**src/rtl/hit_resolver_if.sv**
```systemverilog
// Bus bundle for hit_resolver: per-frame player boxes and states in,
// registered hit result, event strobes and hitstun flags out.
interface hit_resolver_if #(
  parameter int unsigned COORD_W = 10,
  parameter int unsigned NBOX    = 2,
  parameter int unsigned STATE_W = 4
);
  logic                        frame_tick;
  logic [STATE_W-1:0]          p1_state;
  logic [STATE_W-1:0]          p2_state;
  logic [NBOX*4*COORD_W-1:0]   p1_hitbox;
  logic [NBOX*4*COORD_W-1:0]   p2_hitbox;
  logic [NBOX-1:0]             p1_hitbox_valid;
  logic [NBOX-1:0]             p2_hitbox_valid;
  logic [4*COORD_W-1:0]        p1_hurtbox;
  logic [4*COORD_W-1:0]        p2_hurtbox;
  logic [1:0]                  hitresult;
  logic                        p1_hit_pulse;
  logic                        p2_hit_pulse;
  logic                        clash_pulse;
  logic                        p1_stun;
  logic                        p2_stun;

  modport master (
    output frame_tick, p1_state, p2_state, p1_hitbox, p2_hitbox,
           p1_hitbox_valid, p2_hitbox_valid, p1_hurtbox, p2_hurtbox,
    input  hitresult, p1_hit_pulse, p2_hit_pulse, clash_pulse, p1_stun, p2_stun
  );

  modport slave (
    input  frame_tick, p1_state, p2_state, p1_hitbox, p2_hitbox,
           p1_hitbox_valid, p2_hitbox_valid, p1_hurtbox, p2_hurtbox,
    output hitresult, p1_hit_pulse, p2_hit_pulse, clash_pulse, p1_stun, p2_stun
  );
endinterface

```
**src/rtl/hit_resolver.sv**
```systemverilog
// Per-frame hit resolution between two players: box overlap, one hit per
// attack (ARMED/SPENT), clash detection and hitstun countdown.
module hit_resolver #(
  parameter int unsigned COORD_W     = 10,
  parameter int unsigned NBOX        = 2,
  parameter int unsigned STATE_W     = 4,
  parameter int unsigned STUN_FRAMES = 16
) (
  input logic          clk,
  input logic          rst_n,
  hit_resolver_if.slave bus
);
  localparam int unsigned BOX_W = 4 * COORD_W;
  localparam logic [STATE_W-1:0] ST_START = STATE_W'(3);
  localparam logic [STATE_W-1:0] ST_END   = STATE_W'(4);
  localparam logic [STATE_W-1:0] ST_PULL  = STATE_W'(5);
  localparam logic [7:0]         STUN_LOAD = 8'(STUN_FRAMES);

  typedef enum logic {ARMED = 1'b0, SPENT = 1'b1} atk_t;

  atk_t       p1_atk, p1_atk_nxt, p2_atk, p2_atk_nxt;
  logic [7:0] p1_cnt, p1_cnt_nxt, p2_cnt, p2_cnt_nxt;
  logic [1:0] result, result_nxt;
  logic       p1_pulse, p1_pulse_nxt, p2_pulse, p2_pulse_nxt, clash, clash_nxt;
  logic       p1_conn, p2_conn;

  // Malformed boxes (x1>x2 or y1>y2) never overlap anything.
  function automatic logic overlap(input logic [BOX_W-1:0] a, input logic [BOX_W-1:0] b);
    logic [COORD_W-1:0] ax1, ax2, ay1, ay2, bx1, bx2, by1, by2;
    {ax1, ax2, ay1, ay2} = a;
    {bx1, bx2, by1, by2} = b;
    return (ax1 <= ax2) && (ay1 <= ay2) && (bx1 <= bx2) && (by1 <= by2) &&
           (ax1 <= bx2) && (bx1 <= ax2) && (ay1 <= by2) && (by1 <= ay2);
  endfunction

  // Target is the defender's own hitboxes while it is mid-swing, else its hurtbox.
  function automatic logic lands(
    input logic [NBOX*BOX_W-1:0] hb,
    input logic [NBOX-1:0]       hv,
    input logic [STATE_W-1:0]    tstate,
    input logic [NBOX*BOX_W-1:0] thb,
    input logic [NBOX-1:0]       thv,
    input logic [BOX_W-1:0]      hurt
  );
    logic hit;
    hit = 1'b0;
    for (int unsigned i = 0; i < NBOX; i++) begin
      if (hv[i]) begin
        if (tstate == ST_END || tstate == ST_PULL) begin
          for (int unsigned j = 0; j < NBOX; j++)
            if (thv[j] && overlap(hb[i*BOX_W +: BOX_W], thb[j*BOX_W +: BOX_W])) hit = 1'b1;
        end else if (overlap(hb[i*BOX_W +: BOX_W], hurt)) begin
          hit = 1'b1;
        end
      end
    end
    return hit;
  endfunction

  function automatic logic in_attack(input logic [STATE_W-1:0] s);
    return (s == ST_START) || (s == ST_END) || (s == ST_PULL);
  endfunction

  always_ff @(posedge clk or negedge rst_n) begin
    if (!rst_n) begin
      p1_atk   <= ARMED;
      p2_atk   <= ARMED;
      p1_cnt   <= '0;
      p2_cnt   <= '0;
      result   <= '0;
      p1_pulse <= 1'b0;
      p2_pulse <= 1'b0;
      clash    <= 1'b0;
    end else begin
      p1_atk   <= p1_atk_nxt;
      p2_atk   <= p2_atk_nxt;
      p1_cnt   <= p1_cnt_nxt;
      p2_cnt   <= p2_cnt_nxt;
      result   <= result_nxt;
      p1_pulse <= p1_pulse_nxt;
      p2_pulse <= p2_pulse_nxt;
      clash    <= clash_nxt;
    end
  end

  always_comb begin
    p1_atk_nxt   = p1_atk;
    p2_atk_nxt   = p2_atk;
    p1_cnt_nxt   = p1_cnt;
    p2_cnt_nxt   = p2_cnt;
    result_nxt   = result;
    p1_pulse_nxt = 1'b0;
    p2_pulse_nxt = 1'b0;
    clash_nxt    = 1'b0;

    p1_conn = bus.frame_tick && (bus.p1_state == ST_END) && (p1_atk == ARMED) &&
              (p2_cnt == '0) &&
              lands(bus.p1_hitbox, bus.p1_hitbox_valid, bus.p2_state,
                    bus.p2_hitbox, bus.p2_hitbox_valid, bus.p2_hurtbox);
    p2_conn = bus.frame_tick && (bus.p2_state == ST_END) && (p2_atk == ARMED) &&
              (p1_cnt == '0) &&
              lands(bus.p2_hitbox, bus.p2_hitbox_valid, bus.p1_state,
                    bus.p1_hitbox, bus.p1_hitbox_valid, bus.p1_hurtbox);

    if (bus.frame_tick) begin
      result_nxt   = {p1_conn, p2_conn};
      p2_pulse_nxt = p1_conn && !p2_conn;
      p1_pulse_nxt = p2_conn && !p1_conn;
      clash_nxt    = p1_conn && p2_conn;

      if (p2_pulse_nxt)       p2_cnt_nxt = STUN_LOAD;
      else if (p2_cnt != '0)  p2_cnt_nxt = p2_cnt - 8'd1;
      if (p1_pulse_nxt)       p1_cnt_nxt = STUN_LOAD;
      else if (p1_cnt != '0)  p1_cnt_nxt = p1_cnt - 8'd1;

      case (p1_atk)
        ARMED: if (p1_conn) p1_atk_nxt = SPENT;
        SPENT: if (!in_attack(bus.p1_state)) p1_atk_nxt = ARMED;
        default: p1_atk_nxt = ARMED;
      endcase
      case (p2_atk)
        ARMED: if (p2_conn) p2_atk_nxt = SPENT;
        SPENT: if (!in_attack(bus.p2_state)) p2_atk_nxt = ARMED;
        default: p2_atk_nxt = ARMED;
      endcase
    end
  end

  assign bus.hitresult    = result;
  assign bus.p1_hit_pulse = p1_pulse;
  assign bus.p2_hit_pulse = p2_pulse;
  assign bus.clash_pulse  = clash;
  assign bus.p1_stun      = (p1_cnt != '0);
  assign bus.p2_stun      = (p2_cnt != '0);
endmodule

```
**src/flat_wrapper.sv**
```systemverilog
// flat-port wrapper written by rule: the top's interface ports become plain ports
module hit_resolver_flat 
#(
  parameter int unsigned COORD_W     = 10,
  parameter int unsigned NBOX        = 2,
  parameter int unsigned STATE_W     = 4,
  parameter int unsigned STUN_FRAMES = 16
)
  (clk, rst_n, bus_frame_tick, bus_p1_state, bus_p2_state, bus_p1_hitbox, bus_p2_hitbox, bus_p1_hitbox_valid, bus_p2_hitbox_valid, bus_p1_hurtbox, bus_p2_hurtbox, bus_hitresult, bus_p1_hit_pulse, bus_p2_hit_pulse, bus_clash_pulse, bus_p1_stun, bus_p2_stun);
  hit_resolver_if #(.COORD_W(COORD_W), .NBOX(NBOX), .STATE_W(STATE_W)) bus_i ();
  input logic clk;
  input logic rst_n;
  input wire logic [$bits(bus_i.frame_tick)-1:0] bus_frame_tick;
  input wire logic [$bits(bus_i.p1_state)-1:0] bus_p1_state;
  input wire logic [$bits(bus_i.p2_state)-1:0] bus_p2_state;
  input wire logic [$bits(bus_i.p1_hitbox)-1:0] bus_p1_hitbox;
  input wire logic [$bits(bus_i.p2_hitbox)-1:0] bus_p2_hitbox;
  input wire logic [$bits(bus_i.p1_hitbox_valid)-1:0] bus_p1_hitbox_valid;
  input wire logic [$bits(bus_i.p2_hitbox_valid)-1:0] bus_p2_hitbox_valid;
  input wire logic [$bits(bus_i.p1_hurtbox)-1:0] bus_p1_hurtbox;
  input wire logic [$bits(bus_i.p2_hurtbox)-1:0] bus_p2_hurtbox;
  output wire logic [$bits(bus_i.hitresult)-1:0] bus_hitresult;
  output wire logic [$bits(bus_i.p1_hit_pulse)-1:0] bus_p1_hit_pulse;
  output wire logic [$bits(bus_i.p2_hit_pulse)-1:0] bus_p2_hit_pulse;
  output wire logic [$bits(bus_i.clash_pulse)-1:0] bus_clash_pulse;
  output wire logic [$bits(bus_i.p1_stun)-1:0] bus_p1_stun;
  output wire logic [$bits(bus_i.p2_stun)-1:0] bus_p2_stun;
  assign bus_i.frame_tick = bus_frame_tick;
  assign bus_i.p1_state = bus_p1_state;
  assign bus_i.p2_state = bus_p2_state;
  assign bus_i.p1_hitbox = bus_p1_hitbox;
  assign bus_i.p2_hitbox = bus_p2_hitbox;
  assign bus_i.p1_hitbox_valid = bus_p1_hitbox_valid;
  assign bus_i.p2_hitbox_valid = bus_p2_hitbox_valid;
  assign bus_i.p1_hurtbox = bus_p1_hurtbox;
  assign bus_i.p2_hurtbox = bus_p2_hurtbox;
  assign bus_hitresult = bus_i.hitresult;
  assign bus_p1_hit_pulse = bus_i.p1_hit_pulse;
  assign bus_p2_hit_pulse = bus_i.p2_hit_pulse;
  assign bus_clash_pulse = bus_i.clash_pulse;
  assign bus_p1_stun = bus_i.p1_stun;
  assign bus_p2_stun = bus_i.p2_stun;
  hit_resolver #(.COORD_W(COORD_W), .NBOX(NBOX), .STATE_W(STATE_W), .STUN_FRAMES(STUN_FRAMES)) u_core (.clk(clk), .rst_n(rst_n), .bus(bus_i));
endmodule
```
**config.mk**
```make
export PLATFORM = sky130hd
export DESIGN_NAME = hit_resolver_flat
export DESIGN_NICKNAME = d
export VERILOG_FILES = /design/src/rtl/hit_resolver_if.sv /design/src/rtl/hit_resolver.sv /design/src/flat_wrapper.sv
export SDC_FILE = /design/constraint.sdc
export NUM_CORES = 1
export LEC_CHECK = 0
export ABC_CLOCK_PERIOD_IN_PS = 3200
export BUFFER_PORTS_ARGS = -buffer_cell sky130_fd_sc_hd__buf_2
export CORE_MARGIN = 2
export CORE_UTILIZATION = 50
export CTS_BUF_LIST = sky130_fd_sc_hd__clkbuf_4 sky130_fd_sc_hd__clkbuf_8 sky130_fd_sc_hd__clkbuf_16
export CTS_CLUSTER_DIAMETER = 100
export DETAILED_ROUTE_END_ITERATION = 6
export GPL_TIMING_DRIVEN = 0
export PLACE_DENSITY = 0.72
export SYNTH_ARGS = -nofsm -noshare
export SYNTH_HDL_FRONTEND = slang
export SYNTH_SLANG_ARGS = --single-unit
```
**constraint.sdc**
```tcl
create_clock -name clk -period 3.2 [get_ports clk]
set_clock_uncertainty 0.1 [all_clocks]
set_input_delay 0.64 -clock clk [delete_from_list [all_inputs] [get_ports clk]]
set_output_delay 0.64 -clock clk [all_outputs]
set_load 0.05 [all_outputs]
```
==> results.tsv <==
metric	value	unit
synth_common_cells	442 x ha_1, 177 x inv_1, 107 x a21oi_1, 83 x nand4_1, 69 x a21o_1	
synth-compound-area-share	22.6	%
grt_max_degree	24	
peakVddDrop	0.215	mV
viasPerCell	6.22	
regArea	576	sq um
dp_hpwl	33.6	mm
power.density	202	mW/mm^2
synth.area.mux_share	0	%
io_buffers	260	
grt_pass1_wl	62.4	mm
clk_pin_slew_worst_paths	0.06	ns
timing.fmax	0.300	GHz
postSynthAreaPerCell	8.16	sq um
hold_buffers	0	
gp_congestion	0.974	
ys_types	59	
core	0.0220	sq mm
htreeDepth	1	
routedWlPerCell	21.0	um
dpl.cell_count	1915	
grtUsageTotal	33.4	%
cp.arrival	3.37	ns
drv_cap	0	
dieArea	0.0237	sq mm
fill_cells	1923	
pin_count	262	
violations	setup timing	
stdcell_count	1960	
period_share	104	%
vias	12198	
synth_top_family_by_area	adder cells	
yosysWarnings	0	
first_pass_iters	5	
yosysMostFrequentCell	ha_1	
p_total	2.86	mW
cts_buffer_depth	2	
crit_type	in2reg	
worst_slew_pin_slew	0.601	ns
synthCells	1375	
finalSetupTns	-0.410	ns
cts_tree	built	
yosys.area_share.simple	15.9	%
startpoint_type	primary input	
drcViolationCount	0	
ys_seq_area_share	5.13	%
rsz0062_at_grt	true	
synth-edff-count	0	
p_leak	7.45	nW
multi_input_area	0.0107	sq mm
areaGrowthSynthToFinish	26.3	%
synth.largest_area_cell	ha_1	
synth_area_leaders	ha_1 49%, inv_1 5.9%, dfrtp_1 5.1%	
num-nets-final	2375	
detail-route-antenna-nets	0	
ys_seq_elements	23	
hp-class	in2async	
root_buffer	clkbuf_16	
finalSetupViolCount	4	
max-slew-margin-rel	59.7	%
drt_iter0_drc	760	
die_w	154	um
yosys.area_share.adder	49.3	%
grt_pass1_vias	11952	
async_flop_share	100	%
antenna_found_initial	1	
cp-end-kind	flop	
crit_required	3.24	ns
maxSlewViolCount	0	
synth_flop_cell	dfrtp_1	
drive_gt1_share	26.8	%
clock_latency	0.26	ns
period_needed	3.33	ns
start_util	51.1	%
crit_fanout	3	
synth.top_cell.area_share	49.3	%
wl	41.1	mm
r2r_start	u_core.p2_cnt[2]$_DFFE_PN0P_	
cts.sinks	23	
status	finished with violations	
setup_ws	-0.130	ns
grt-ovfl-total	0	
die_h	154	um
hold_violations	0	
critPathLaunch	bus_p2_hitbox[43]	
synth_xor_area_share	1.09	%
synthesis.area	0.0112	sq mm
syn_nets	2072	
fp-row-count	54	
cts_buffers	3	
==> where the power goes <==
group          switching (mW)  internal [mW]  leakage (nW)
combinational            1.18          0.935          7.12
clock                  0.0975          0.178        0.0416
sequential             0.0817          0.395         0.290
total                    1.36           1.51          7.45
==> kinds of logic (layout without fill, tap and decap cells) <==
group / count (synthesis) / after routing
compound gates: 382 / 382
xor+xnor: 14 / 14
fa+ha+maj: 442 / 442
buf+inv: 179 / 481
flops: 23 / 23
other cells: 0 / 3
simple gates: 335 / 335
==> what timing repair did <==
item	CTS	global route
cloned	0	0
buffers inserted	25	13
pin swaps	40	43
resized for setup	126	76
hold endpoints to repair	0	0
setup endpoints to repair	13	12
==> state kept, by name, summed over array words and instances (netlist names) <==
signal,flops
u_core.bus.p2_hit_pulse,1
u_core.bus.clash_pulse,1
u_core.bus.p1_hit_pulse,1
u_core.p1_cnt,8
u_core.p2_atk,1
u_core.bus.hitresult,2
u_core.p1_atk,1
u_core.p2_cnt,8
==> cell usage in the layout, fill, tap and decap left out, types with 8 or more instances in the layout <==
cell type and count:
nor3_1 22, nor2b_1 22, a21oi_1 95, a21oi_2 11
o21ai_0 56, o211ai_1 13, inv_4 18, buf_6 9
nand2b_1 22, clkinvlp_4 11, nor2_1 65, a21o_1 69
ha_1 413, a211oi_2 8, o21a_1 17, buf_4 41
a211oi_1 33, buf_2 248, dfrtp_1 23, xnor2_1 9
nand3_1 32, nand2_1 47, inv_1 129, ha_4 28
nand4_1 83, inv_2 18
==> worst paths after layout <==
| check | to | slack [ns] | cells after the start |
|---|---|---|---|
| min reg2reg | u_core.p1_cnt[5]$_DFFE_PN0P_ | 0.37 | 1 |
| min in group clk | u_core.p1_cnt[5]$_DFFE_PN0P_ | 0.37 | 1 |
| max in group asynchronous | u_core.p2_cnt[6]$_DFFE_PN0P_ | 2.40 | 1 |
| max reg2reg | u_core.p2_cnt[4]$_DFFE_PN0P_ | 0.18 | 6 |
| min | u_core.p1_cnt[6]$_DFFE_PN0P_ | 0.26 | 1 |
| max | u_core.p2_cnt[4]$_DFFE_PN0P_ | -0.13 | 12 |
==> area by class of cell <==
class,instances,area share [%]
multi-input combinational,1173,75.8
inverter,177,5.35
sequential,23,4.06
antenna,3,0.0530
clock buffer,4,0.583
timing repair buffer,298,11.6
tap,280,2.47
buffer,2,0.0530
==> critical path, stage by stage <==
cell	delay (ns)
buf_6	0.10
inv_8	0.06
ha_4	0.19
a211o_1	0.29
o211ai_1	0.13
a21oi_1	0.12
o22a_2	0.25
or2_4	0.26
a2111o_1	0.40
a2111o_1	0.52
o211a_1	0.19
or2_1	0.22
==> metrics by stage <==
stage | utilization [%] | worst slack (ns) | instance area [sq um] | hold slack (ns)
floorplan | - | -0.00566 | 11200 | 0.244
detailed placement | 58.6 | -0.824 | 12900 | 0.362
global route | 64.5 | -0.210 | 14200 | 0.295
finish | 64.5 | -0.130 | 14200 | 0.256
CTS | 62.4 | -0.0201 | 13700 | 0.275
global placement | 58.6 | -0.729 | 12900 | 0.360
==> layer usage <==
layer	GRT usage (%)	part of all wire [%]
met3	4.03	8.5
met1	41.8	41
met4	15.2	4.9
met5	0	0
met2	57.4	45
(Power assumes the default switching activity.)
